**src/rtl/wire_arith_engine.sv**
```systemverilog
// Host-wire arithmetic engine: ADD/SUB in one cycle, 32x32 unsigned multiply by
// 32-step shift-add; results and status are exposed as wire-outs.
module wire_arith_engine #(
  parameter int COUNT_W = 8
) (
  input  logic        ti_clk,
  input  logic        reset,
  input  logic [31:0] ep_ctrl,
  input  logic [31:0] ep_op_a,
  input  logic [31:0] ep_op_b,
  output logic [31:0] ep_result_lo,
  output logic [31:0] ep_result_hi,
  output logic [31:0] ep_status,
  output logic [7:0]  led_state
);

  typedef enum logic [1:0] {IDLE, EXEC, MUL} state_t;

  state_t       state_reg, state_next;
  logic         start_q_reg;
  logic         start_edge, accept, complete;
  logic [1:0]   op_reg;
  logic [31:0]  a_reg, b_reg;
  logic [63:0]  acc_reg, mcand_reg, acc_sum;
  logic [4:0]   iter_reg;
  logic [32:0]  add_full;
  logic [63:0]  res_next;
  logic         flag_next, err_next;
  logic         busy_reg, done_reg, flag_reg, err_reg;
  logic [COUNT_W-1:0] count_reg;
  logic [31:0]  lo_reg, hi_reg;
  logic [5:0]   count_led;
  logic         unused_ctrl;

  assign unused_ctrl = ^ep_ctrl[31:4];
  assign start_edge  = ep_ctrl[0] & ~start_q_reg;

  always_ff @(posedge ti_clk or posedge reset) begin
    if (reset) state_reg <= IDLE;
    else       state_reg <= state_next;
  end

  always_comb begin
    state_next = state_reg;
    accept     = 1'b0;
    complete   = 1'b0;
    case (state_reg)
      IDLE: begin
        if (start_edge) begin
          accept     = 1'b1;
          state_next = (ep_ctrl[2:1] == 2'b10) ? MUL : EXEC;
        end
      end
      EXEC: begin
        complete   = 1'b1;
        state_next = IDLE;
      end
      MUL: begin
        if (iter_reg == 5'd31) begin
          complete   = 1'b1;
          state_next = IDLE;
        end
      end
      default: state_next = IDLE;
    endcase
  end

  // b_reg doubles as the multiplier shift register while in MUL
  assign acc_sum  = b_reg[0] ? (acc_reg + mcand_reg) : acc_reg;
  assign add_full = {1'b0, a_reg} + {1'b0, b_reg};

  always_comb begin
    res_next  = 64'h0;
    flag_next = 1'b0;
    err_next  = 1'b0;
    if (state_reg == MUL) begin
      res_next  = acc_sum;
      flag_next = |acc_sum[63:32];
    end else begin
      case (op_reg)
        2'b00: begin
          res_next  = {32'h0, add_full[31:0]};
          flag_next = add_full[32];
        end
        2'b01: begin
          res_next  = {32'h0, a_reg - b_reg};
          flag_next = a_reg < b_reg;
        end
        2'b11:   err_next = 1'b1;
        default: ;
      endcase
    end
  end

  always_ff @(posedge ti_clk or posedge reset) begin
    if (reset) begin
      start_q_reg <= 1'b1;
      op_reg      <= 2'b00;
      a_reg       <= 32'h0;
      b_reg       <= 32'h0;
      acc_reg     <= 64'h0;
      mcand_reg   <= 64'h0;
      iter_reg    <= 5'd0;
      busy_reg    <= 1'b0;
      done_reg    <= 1'b0;
      flag_reg    <= 1'b0;
      err_reg     <= 1'b0;
      count_reg   <= '0;
      lo_reg      <= 32'h0;
      hi_reg      <= 32'h0;
    end else begin
      start_q_reg <= ep_ctrl[0];
      if (accept) begin
        a_reg     <= ep_op_a;
        b_reg     <= ep_op_b;
        op_reg    <= ep_ctrl[2:1];
        acc_reg   <= 64'h0;
        mcand_reg <= {32'h0, ep_op_a};
        iter_reg  <= 5'd0;
        busy_reg  <= 1'b1;
        done_reg  <= 1'b0;
        flag_reg  <= 1'b0;
        err_reg   <= 1'b0;
      end else if (state_reg == MUL) begin
        acc_reg   <= acc_sum;
        mcand_reg <= mcand_reg << 1;
        b_reg     <= b_reg >> 1;
        iter_reg  <= iter_reg + 5'd1;
      end
      // completion takes priority over a same-cycle clear
      if (complete) begin
        lo_reg    <= res_next[31:0];
        hi_reg    <= res_next[63:32];
        flag_reg  <= flag_next;
        err_reg   <= err_next;
        busy_reg  <= 1'b0;
        done_reg  <= 1'b1;
        count_reg <= count_reg + COUNT_W'(1);
      end else if (!accept && ep_ctrl[3]) begin
        done_reg  <= 1'b0;
      end
    end
  end

  generate
    for (genvar gi = 0; gi < 6; gi++) begin : g_led
      if (gi < COUNT_W) begin : g_bit
        assign count_led[gi] = count_reg[gi];
      end else begin : g_pad
        assign count_led[gi] = 1'b0;
      end
    end
  endgenerate

  always_comb begin
    ep_status              = 32'h0;
    ep_status[3:0]         = {err_reg, flag_reg, done_reg, busy_reg};
    ep_status[8 +: COUNT_W] = count_reg;
  end

  assign ep_result_lo = lo_reg;
  assign ep_result_hi = hi_reg;
  assign led_state    = {count_led, done_reg, busy_reg};

endmodule

```
**config.mk**
```make
export PLATFORM = sky130hd
export DESIGN_NAME = wire_arith_engine
export DESIGN_NICKNAME = d
export VERILOG_FILES = /design/src/rtl/wire_arith_engine.sv
export SDC_FILE = /design/constraint.sdc
export NUM_CORES = 1
export LEC_CHECK = 0
export ABC_AREA = 1
export BUFFER_PORTS_ARGS = -buffer_cell sky130_fd_sc_hd__buf_4
export CAP_MARGIN = 30
export CORE_UTILIZATION = 65
export CTS_BUF_LIST = sky130_fd_sc_hd__clkbuf_8
export CTS_CLUSTER_DIAMETER = 40
export DETAILED_ROUTE_END_ITERATION = 7
export GPL_ROUTABILITY_DRIVEN = 0
export PLACE_DENSITY = 0.83
export SYNTH_ARGS = -nofsm -noshare
export SYNTH_HDL_FRONTEND = slang
export SYNTH_SLANG_ARGS = --single-unit
```
**constraint.sdc**
```tcl
create_clock -name ti_clk -period 22.7 [get_ports ti_clk]
set_input_delay 2.27 -clock ti_clk [delete_from_list [all_inputs] [get_ports ti_clk]]
set_output_delay 2.27 -clock ti_clk [all_outputs]
set_load 0.1 [all_outputs]
```
[After elaboration in Yosys (flattened, before gate mapping)]
Cells that the tools add are included.
Word-level totals
  register bits: 278
  input bits: 98
  output and inout port bits: 104
  logic and storage cells: 70
Operators by class
  add/sub/neg operators: 5
  magnitude comparators: 1
  equal/unequal tests: 8
  mux-type cells: 30
  bitwise gates (word level): 2
  reduce and logical (&&, ||, !) cells: 9
Operators with widths (count)
  $mux 64: 6
  $add 64x64->64: 1
  $mux 32: 2
  $pmux 32 s2: 1
  $add 32x32->33: 1
  $lt 32x32->1: 1
  $reduce_or 32->1: 1
  $sub 32x32->32: 1
  $mux 1: 13
  $mux 5: 2
  $add 8x1->8 const B: 1
  $eq 2x2->1 const B: 3
  $mux 2: 3
  $add 5x1->5 const B: 1
  $eq 5x5->1 const B: 1
  $eq 2x1->1 const B: 2
  $logic_not 2->1: 2
  $ne 2x2->1 const B: 2
  $pmux 1 s2: 2
  $pmux 2 s2: 1
  $reduce_bool 2->1: 2
  $reduce_bool 3->1: 1
  $reduce_and 2->1: 1
  $and 1x1->1: 1
  3 further kinds: 3

[Logic depth before layout (Yosys ltp)]
Gate-level depths: netlist of run 1.
  word-level depth: 8
  depth in mapped cells: 24

[Worst setup path before layout of run 1]
OpenSTA, ideal clock, no wires.
  path kind: flip-flop to output port
  start point: register count_reg[0]
  end point: output port led_state[2]
  arrival: 1.391 ns
  setup slack: 19.039 ns
  stages on the path, launching flop included: 2
  path buffers: 1
  cell sequence: dfrtp_1 > buf_4
RTL lines
  from (decl): line 30  | logic [COUNT_W-1:0] count_reg;
  from (signal assigned): line 138  | count_reg <= count_reg + COUNT_W'(1);
  to (decl): line 14  | output logic [7:0] led_state
No word-level cell between the ends.

[Worst setup path in the final report of run 1]
  start point: input port ep_ctrl[0]
  end point: register mcand_reg[12]
On the way
  cells in the longest elaborated chain, start to end: 4
  elaborated cells between the ends (all ways): 5
  classes of those cells: mux (3); bitwise (1); reduce/logical (1)
Ends and longest elaborated chain
  from (decl): line 8  | input logic [31:0] ep_ctrl,
  $and 1x1->1 (*): line 36  | assign start_edge = ep_ctrl[0] & ~start_q_reg;
  $mux 1 (*): line 49  | if (start_edge) begin
  $mux 1 (*): line 47  | case (state_reg)
  $mux 64 / $reduce_bool 2->1 (equally long branches)
  to (signal assigned): line 118  | mcand_reg <= {32'h0, ep_op_a};
  to (signal assigned): line 126  | mcand_reg <= mcand_reg << 1;
  to (decl): line 24  | logic [63:0] acc_reg, mcand_reg, acc_sum;
Mark *: on every way between the ends. The rest lies on a longest branch, timed or not.
A chain may end at the register's enable or synchronous reset.

==> results of run 1 <==
stage by stage:
step | std cells | hold slack, ns | util [%]
after floorplan | 3391 | 0.450 | -
after global placement | 3861 | 0.463 | 70.5
after detailed placement | 3863 | 0.465 | 70.6
after CTS | 3955 | 0.477 | 73.9
after global routing | 3956 | 0.506 | 74.0
final | 3956 | 0.475 | 74.0
metal layers:
layer	wire length (µm)	vias to the layer above	track usage [%]
li1	-	10826	-
met1	28400	10707	56.4
met2	29400	1398	60.8
met3	9600	292	12.7
met4	3220	0	17.4
met5	0	-	0
where the power goes:
part | total, µW | switching (µW) | internal [µW]
clock network | 510 | 234 | 276
registers | 845 | 168 | 677
logic | 2530 | 1830 | 693
layout by cell type, fill, tap and decap left out, drive strengths merged, types with 12 or more instances in the layout:
| master | count |
|---|---|
| o221ai | 62 |
| ha | 133 |
| nand3 | 136 |
| inv | 625 |
| o211ai | 12 |
| nor2 | 285 |
| xor2 | 23 |
| clkinv | 14 |
| nand2 | 1094 |
| buf | 171 |
| a31oi | 26 |
| a21oi | 183 |
| o21bai | 13 |
| nor3 | 30 |
| a22oi | 34 |
| clkbuf | 66 |
| o22ai | 34 |
| dfrtp | 277 |
| o21ai | 172 |
| conb | 20 |
| nand4 | 19 |
cells by family (layout without fill, tap and decap cells):
| kind of cell | Yosys count | after routing | share of synthesized area, % |
|---|---|---|---|
| simple gates | 1589 | 1589 | 29.7 |
| buf+inv | 759 | 882 | 13.6 |
| compound gates | 576 | 576 | 15.8 |
| flops | 278 | 278 | 31.6 |
| fa+ha+maj | 136 | 136 | 7.84 |
| xor+xnor | 32 | 32 | 1.27 |
| other cells | 1 | 20 | 0.0171 |
| mux | 1 | 1 | 0.0455 |
critical path, cell delays in order:
cell      delay (ns)
buf_4           0.12
nand3_1         0.25
buf_4           0.42
clkinv_2        0.55
buf_4           0.54
nand2_1         0.32
o221ai_1        0.17
layout make-up:
class                           instances  area (µm²)
Clock inverter                         26         188
Timing Repair Buffer                  171        1340
Fill cell                            2649        8560
Inverter                              619        2330
Tap cell                              442         553
Clock buffer                           66         908
Sequential cell                       278        6960
Multi-Input combinational cell       2354       12100
final timing paths:
check / from / end / slack (ns) / depth (start not counted)
max in group asynchronous: reset / acc_reg[6]$_DFFE_PP0P_ / 19.41 / 3
worst min-delay path: count_reg[7]$_DFFE_PP0P_ / count_reg[7]$_DFFE_PP0P_ / 0.47 / 1
worst max register to register: b_reg[0]$_DFFE_PP0P_ / ep_result_lo[26]$_DFFE_PP0P_ / 19.20 / 16
min in group asynchronous: reset / count_reg[7]$_DFFE_PP0P_ / 1.74 / 2
worst min register to register: count_reg[7]$_DFFE_PP0P_ / count_reg[7]$_DFFE_PP0P_ / 0.47 / 1
worst max-delay path: ep_ctrl[0] / mcand_reg[12]$_DFFE_PP0P_ / 18.50 / 7
==> flow_metrics.env, run 1 <==
export IMPL_outcome="finished clean"
export IMPL_layout_drive_gt1_share_pct=10.0
export IMPL_cts_buffers=51
export IMPL_synth_ff_type="dfrtp_1"
export IMPL_synth_cell_types=56
export IMPL_cts_clk_slew_worst_paths_ns=0.06
export IMPL_postRouteAntennaNets=0
export IMPL_grt_pass1_vias=21435
export IMPL_slew_headroom_pct=32.8
export IMPL_finClkSkew_ns=0.0405
export IMPL_dieWidth_um=186
export IMPL_cts_num_sinks=278
export IMPL_synth_area_leader_cell="dfrtp_1"
export IMPL_grt_max_degree=120
export IMPL_fin_nets=3709
export IMPL_grt_pass1_wl_um=111000
export IMPL_fmax_mhz=238
export IMPL_worst_pin_slew_ns=1.01
export IMPL_remaining_drc_errors=0
export IMPL_syn_instance_count=3372
export IMPL_netlist_top_cells_count="1070 x nand2_1, 598 x inv_1, 277 x dfrtp_1"
export IMPL_clk_latency_ns=0.69
export IMPL_first_iter_violations=3180
export IMPL_drv_cap=0
export IMPL_cts_tree="done"
export IMPL_die_area_um2=34600
export IMPL_row_count=66
export IMPL_fin_area_um2=24400
export IMPL_antenna_cells=0
export IMPL_hpwl_um=53500
export IMPL_finalHoldViolCount=0
export IMPL_place_ws_ns=17.86
export IMPL_post_cts_buffers=0
export IMPL_p_leak_uw=0.0135
export IMPL_htree_levels=2
export IMPL_end_kind="register"
export IMPL_fp_coreArea_um2=32900
export IMPL_power_density_nw_per_um2=159
export IMPL_route_vias_total=23223
export IMPL_dpl_cell_area_um2=23300
export IMPL_antenna_found_initial=0
export IMPL_ys_seq_area_share_pct=31.6
export IMPL_path_class="in -> reg"
export IMPL_power_uw=3880
export IMPL_yosysMostFrequentCell="nand2_1"
export IMPL_cts_hold_fix_buffers=0
export IMPL_syn_area_um2=22000
export IMPL_min_path_type="reg -> reg"
export IMPL_cts_resized=0
export IMPL_crit_arrival_ns=4.68
export IMPL_finalCritPeriodShare_pct=18.5
export IMPL_tns_ns=0
export IMPL_numPortBuffers=153
export IMPL_clk_path_buf_depth=3
export IMPL_track_usage_pct=41.4
export IMPL_worst_ep_required_time_ns=23.18
export IMPL_syn2layout_area_growth_pct=10.9
export IMPL_rsz0062_at_grt="no"
export IMPL_synth_avg_cell_area_um2=6.52
export IMPL_start_kind="primary input"
export IMPL_ys_top_cells_by_area="dfrtp_1 32%, nand2_1 18%, inv_1 10%, ha_1 7.6%, nor2_1 4.5%"
export IMPL_wl_um=70700
export IMPL_synth_top_area_share_pct=31.5
export IMPL_dr_pass1_iters=7
export IMPL_ios=202
export IMPL_die_h_um=186
export IMPL_grt_overflow_total=0
export IMPL_synth_edf_count=0
export IMPL_async_reset_ff_share_pct=100
export IMPL_setup_viol_count_final=0
export IMPL_path_max_fanout=64
export IMPL_period_minus_slack_ns=4.20
export IMPL_slew_violations=0
export IMPL_irDropWorstVdd_mv=0.144
export IMPL_synth_seq_cells=278
export IMPL_post_drt_wl_per_cell_um=17.9
export IMPL_drt_vias_per_instance=5.87
export IMPL_start_util_pct=66.7
export IMPL_setup_slack_ns=18.50
export IMPL_cts_root_buf="clkbuf_8"
export IMPL_yosys_warnings=0
No activity file was read; power rests on OpenSTA's default activity.
==> inputs of run 2 (changes only) <==
--- a/config.mk
+++ b/config.mk
@@ -5,15 +5,15 @@
 export SDC_FILE = /design/constraint.sdc
 export NUM_CORES = 1
 export LEC_CHECK = 0
-export ABC_AREA = 1
+export ABC_AREA = 0
 export BUFFER_PORTS_ARGS = -buffer_cell sky130_fd_sc_hd__buf_4
 export CAP_MARGIN = 30
-export CORE_UTILIZATION = 65
+export CORE_UTILIZATION = 62
 export CTS_BUF_LIST = sky130_fd_sc_hd__clkbuf_8
 export CTS_CLUSTER_DIAMETER = 40
 export DETAILED_ROUTE_END_ITERATION = 7
 export GPL_ROUTABILITY_DRIVEN = 0
-export PLACE_DENSITY = 0.83
+export PLACE_DENSITY = 0.8
 export SYNTH_ARGS = -nofsm -noshare
 export SYNTH_HDL_FRONTEND = slang
 export SYNTH_SLANG_ARGS = --single-unit
==> constraint.sdc (replaced) <==
create_clock -name ti_clk -period 3.9 [get_ports ti_clk]
set_input_delay 0.39 -clock ti_clk [delete_from_list [all_inputs] [get_ports ti_clk]]
set_output_delay 0.39 -clock ti_clk [all_outputs]
set_load 0.1 [all_outputs]
==> run 2 against run 1 <==
Net effect:
- the flow now finishes with violations (design-rule violations)
- clock skew fell by 0.013 ns
- combinational power rose to 5.5 times the previous value
- routed wire length fell by 21%
- cell area fell by 5.9%
- sequential power rose to 5.8 times the previous value
- count of clock-buffer cells in the layout fell by 8
==> flow_metrics.env, run 2 <==
export IMPL_netlist_top_cells_count="341 x nand2_1, 277 x dfrtp_1, 209 x nor2_1"
export IMPL_outcome="finished, violations left"
export IMPL_dieWidth_um=182
export IMPL_clk_latency_ns=0.60
export IMPL_p_clk_share_pct=13.4
export IMPL_antenna_cells=0
export IMPL_synth_seq_cells=278
export IMPL_grt_overflow_total=0
export IMPL_seq_power_share_pct=22.6
export IMPL_rsz0062_at_grt="yes"
export IMPL_layout_drive_gt1_share_pct=15.0
export IMPL_numPlacedInstances=2856
export IMPL_fin_nets=2768
export IMPL_worst_pin_slew_ns=0.967
export IMPL_synth_cell_types=101
export IMPL_layout_common_cells="340 x nand2_1, 276 x dfrtp_1, 218 x buf_4, 209 x nor2_1"
export IMPL_setup_viol_count_final=0
export IMPL_intPower_uw=10200
export IMPL_min_path_type="in -> reg"
export IMPL_violations="design-rule violations"
export IMPL_finClkSkew_ns=0.0276
export IMPL_slew_headroom_pct=35.5
export IMPL_route_vias_total=18687
export IMPL_track_usage_pct=33.5
export IMPL_yosysMostFrequentCell="nand2_1"
export IMPL_whs_ns=0.00838
export IMPL_post_drt_wl_per_cell_um=18.7
export IMPL_finalHoldViolCount=0
export IMPL_worst_ep_required_time_ns=4.36
export IMPL_die_area_um2=33100
export IMPL_power_switching_uw=11200
export IMPL_crit_arrival_ns=4.30
export IMPL_place_ws_ns=-0.0365
export IMPL_finalCritPeriodShare_pct=98.7
export IMPL_cts_num_sinks=278
export IMPL_end_kind="register"
export IMPL_hpwl_um=39900
export IMPL_grt_pass1_vias=17848
export IMPL_slew_violations=0
export IMPL_synth_edf_count=0
export IMPL_grt_pass1_wl_um=90100
export IMPL_irDropWorstVdd_mv=0.640
export IMPL_synth_ff_type="dfrtp_1"
export IMPL_path_max_fanout=4
export IMPL_drt_vias_per_instance=6.29
export IMPL_p_sw_share_pct=52.3
export IMPL_start_kind="register"
export IMPL_antenna_found_initial=0
export IMPL_ios=202
export IMPL_postRouteAntennaNets=0
export IMPL_synth_avg_cell_area_um2=8.43
export IMPL_fillers=2464
export IMPL_yosys_warnings=0
export IMPL_path_class="reg -> reg"
export IMPL_clk_path_buf_depth=3
export IMPL_row_count=65
export IMPL_synth_area_leader_cell="dfrtp_1"
export IMPL_remaining_drc_errors=1
export IMPL_mostFrequentLayoutCell="nand2_1"
export IMPL_cts_clk_slew_worst_paths_ns=0.06
export IMPL_regArea_um2=6960
export IMPL_syn_instance_count=2382
export IMPL_period_minus_slack_ns=3.85
export IMPL_drv_cap=0
export IMPL_power_density_nw_per_um2=936
export IMPL_grt_max_degree=174
export IMPL_ys_top_cells_by_area="dfrtp_1 35%, ha_1 8.3%, nand2_1 6.4%, mux2i_1 5.9%, o21ai_0 4.7%"
export IMPL_setup_slack_ns=0.0518
export IMPL_syn2layout_area_growth_pct=14.4
export IMPL_async_reset_ff_share_pct=100
export IMPL_p_leak_uw=0.0105
export IMPL_start_util_pct=63.3
export IMPL_cts_buffers=50
export IMPL_wl_um=55500
export IMPL_synth_top_area_share_pct=34.5
export IMPL_die_h_um=182
export IMPL_htree_levels=2
export IMPL_layout_cells_non_filler=2969
export IMPL_multiInputGateArea_um2=12100
export IMPL_syn_area_um2=20100
export IMPL_fmax_mhz=260
export IMPL_fp_coreArea_um2=31700
export IMPL_dr_pass1_iters=8
export IMPL_cts_root_buf="clkbuf_8"
export IMPL_p_comb_share_pct=64.0
export IMPL_cts_tree="done"
export IMPL_first_iter_violations=1649
export IMPL_ys_seq_area_share_pct=34.7
export IMPL_numPortBuffers=153
run 2: changes by cell type in the layout (fill, tap and decap cells not counted), sizes merged, moves of 29 or more:
cell,previous run,this run
a211oi,3,49
a21o,3,32
a22oi,34,1
buf,171,223
inv,625,103
mux2i,1,119
nand2,1094,343
nand3,136,33
nor2,285,209
o21ai,172,208
o221ai,62,6
o22ai,34,3
xnor2,9,57
run 2: critical path, cell delays in order, from the launching register on:
cell and delay, ns:
dfrtp_2 0.43, ha_1 0.22, fa_1 0.39, nand2b_1 0.12, a21oi_2 0.08, o21bai_2 0.14
a31oi_1 0.17, a311o_2 0.42, a2111oi_4 0.47, nor3_4 0.12, o311ai_2 0.36, o21a_2 0.22
o21bai_1 0.06, a211oi_1 0.29, buf_4 0.18, a41oi_1 0.04
run 2: power groups by stage:
stage               Sequential [µW]  Combinational [µW]  Clock, µW
floorplan                      6190                8820          0
global placement               4830               12900          0
detailed placement             4880               13200          0
CTS                            4850               13300       2910
global route                   4990               14800       3040
finish                         4860               13800       2870
run 2: cells by family (layout without fill, tap and decap cells):
group	count (synthesis)	after routing	synth area share (%)
simple gates	785	785	17.4
compound gates	703	703	22.8
flops	278	278	34.7
buf+inv	261	427	6.04
mux	139	139	7.05
fa+ha+maj	136	136	8.59
xor+xnor	79	79	3.45
other cells	1	20	0.0187
run 2: layout make-up:
type | instances | area share, %
Tap cell | 402 | 2.19
Inverter | 93 | 1.54
Multi-Input combinational cell | 1862 | 52.8
Sequential cell | 278 | 30.3
Timing Repair Buffer | 249 | 8.70
Clock inverter | 27 | 1.01
Clock buffer | 58 | 3.48
run 2: per-layer routing:
metal	GRT usage [%]	vias up	part of all wire, %
met3	5.05	220	7.4
met5	0	-	0
met4	13.9	0	4.3
li1	-	8759	-
met1	45.6	8848	43
met2	53.4	860	45
run 2: timing repair:
action,CTS,global route
setup endpoints to repair,1,11
hold buffers,26,0
endpoints found under the hold margin,57,0
buffers inserted,0,2
gates cloned,0,0
pin swaps,0,16
resized for setup,2,20
run 2: final timing paths:
check	start	slack, ns	cells past startpoint	to
max	b_reg[0]$_DFFE_PP0P_	0.05	15	flag_reg$_DFFE_PP0P_
min	ep_ctrl[1]	0.008	3	op_reg[0]$_DFFE_PP0P_
max reg2reg	b_reg[0]$_DFFE_PP0P_	0.05	15	flag_reg$_DFFE_PP0P_
min reg2reg	count_reg[7]$_DFFE_PP0P_	0.47	1	count_reg[7]$_DFFE_PP0P_
max in group asynchronous	reset	2.37	4	acc_reg[54]$_DFFE_PP0P_
min in group asynchronous	reset	0.53	3	ep_result_lo[10]$_DFFE_PP0P_
run 2: per-stage QoR:
step / cell area [µm²] / util [%] / TNS, ns / total power [µW]
3_5_place_dp: 21500 / 67.9 / -0.0365 / 18000
6_report: 23000 / 72.4 / 0 / 21500
5_1_grt: 23000 / 72.4 / -0.106 / 22800
3_3_place_gp: 21500 / 67.9 / 0 / 17700
2_1_floorplan: 20200 / - / -46.68 / 15000
4_1_cts: 22800 / 72.0 / 0 / 21100
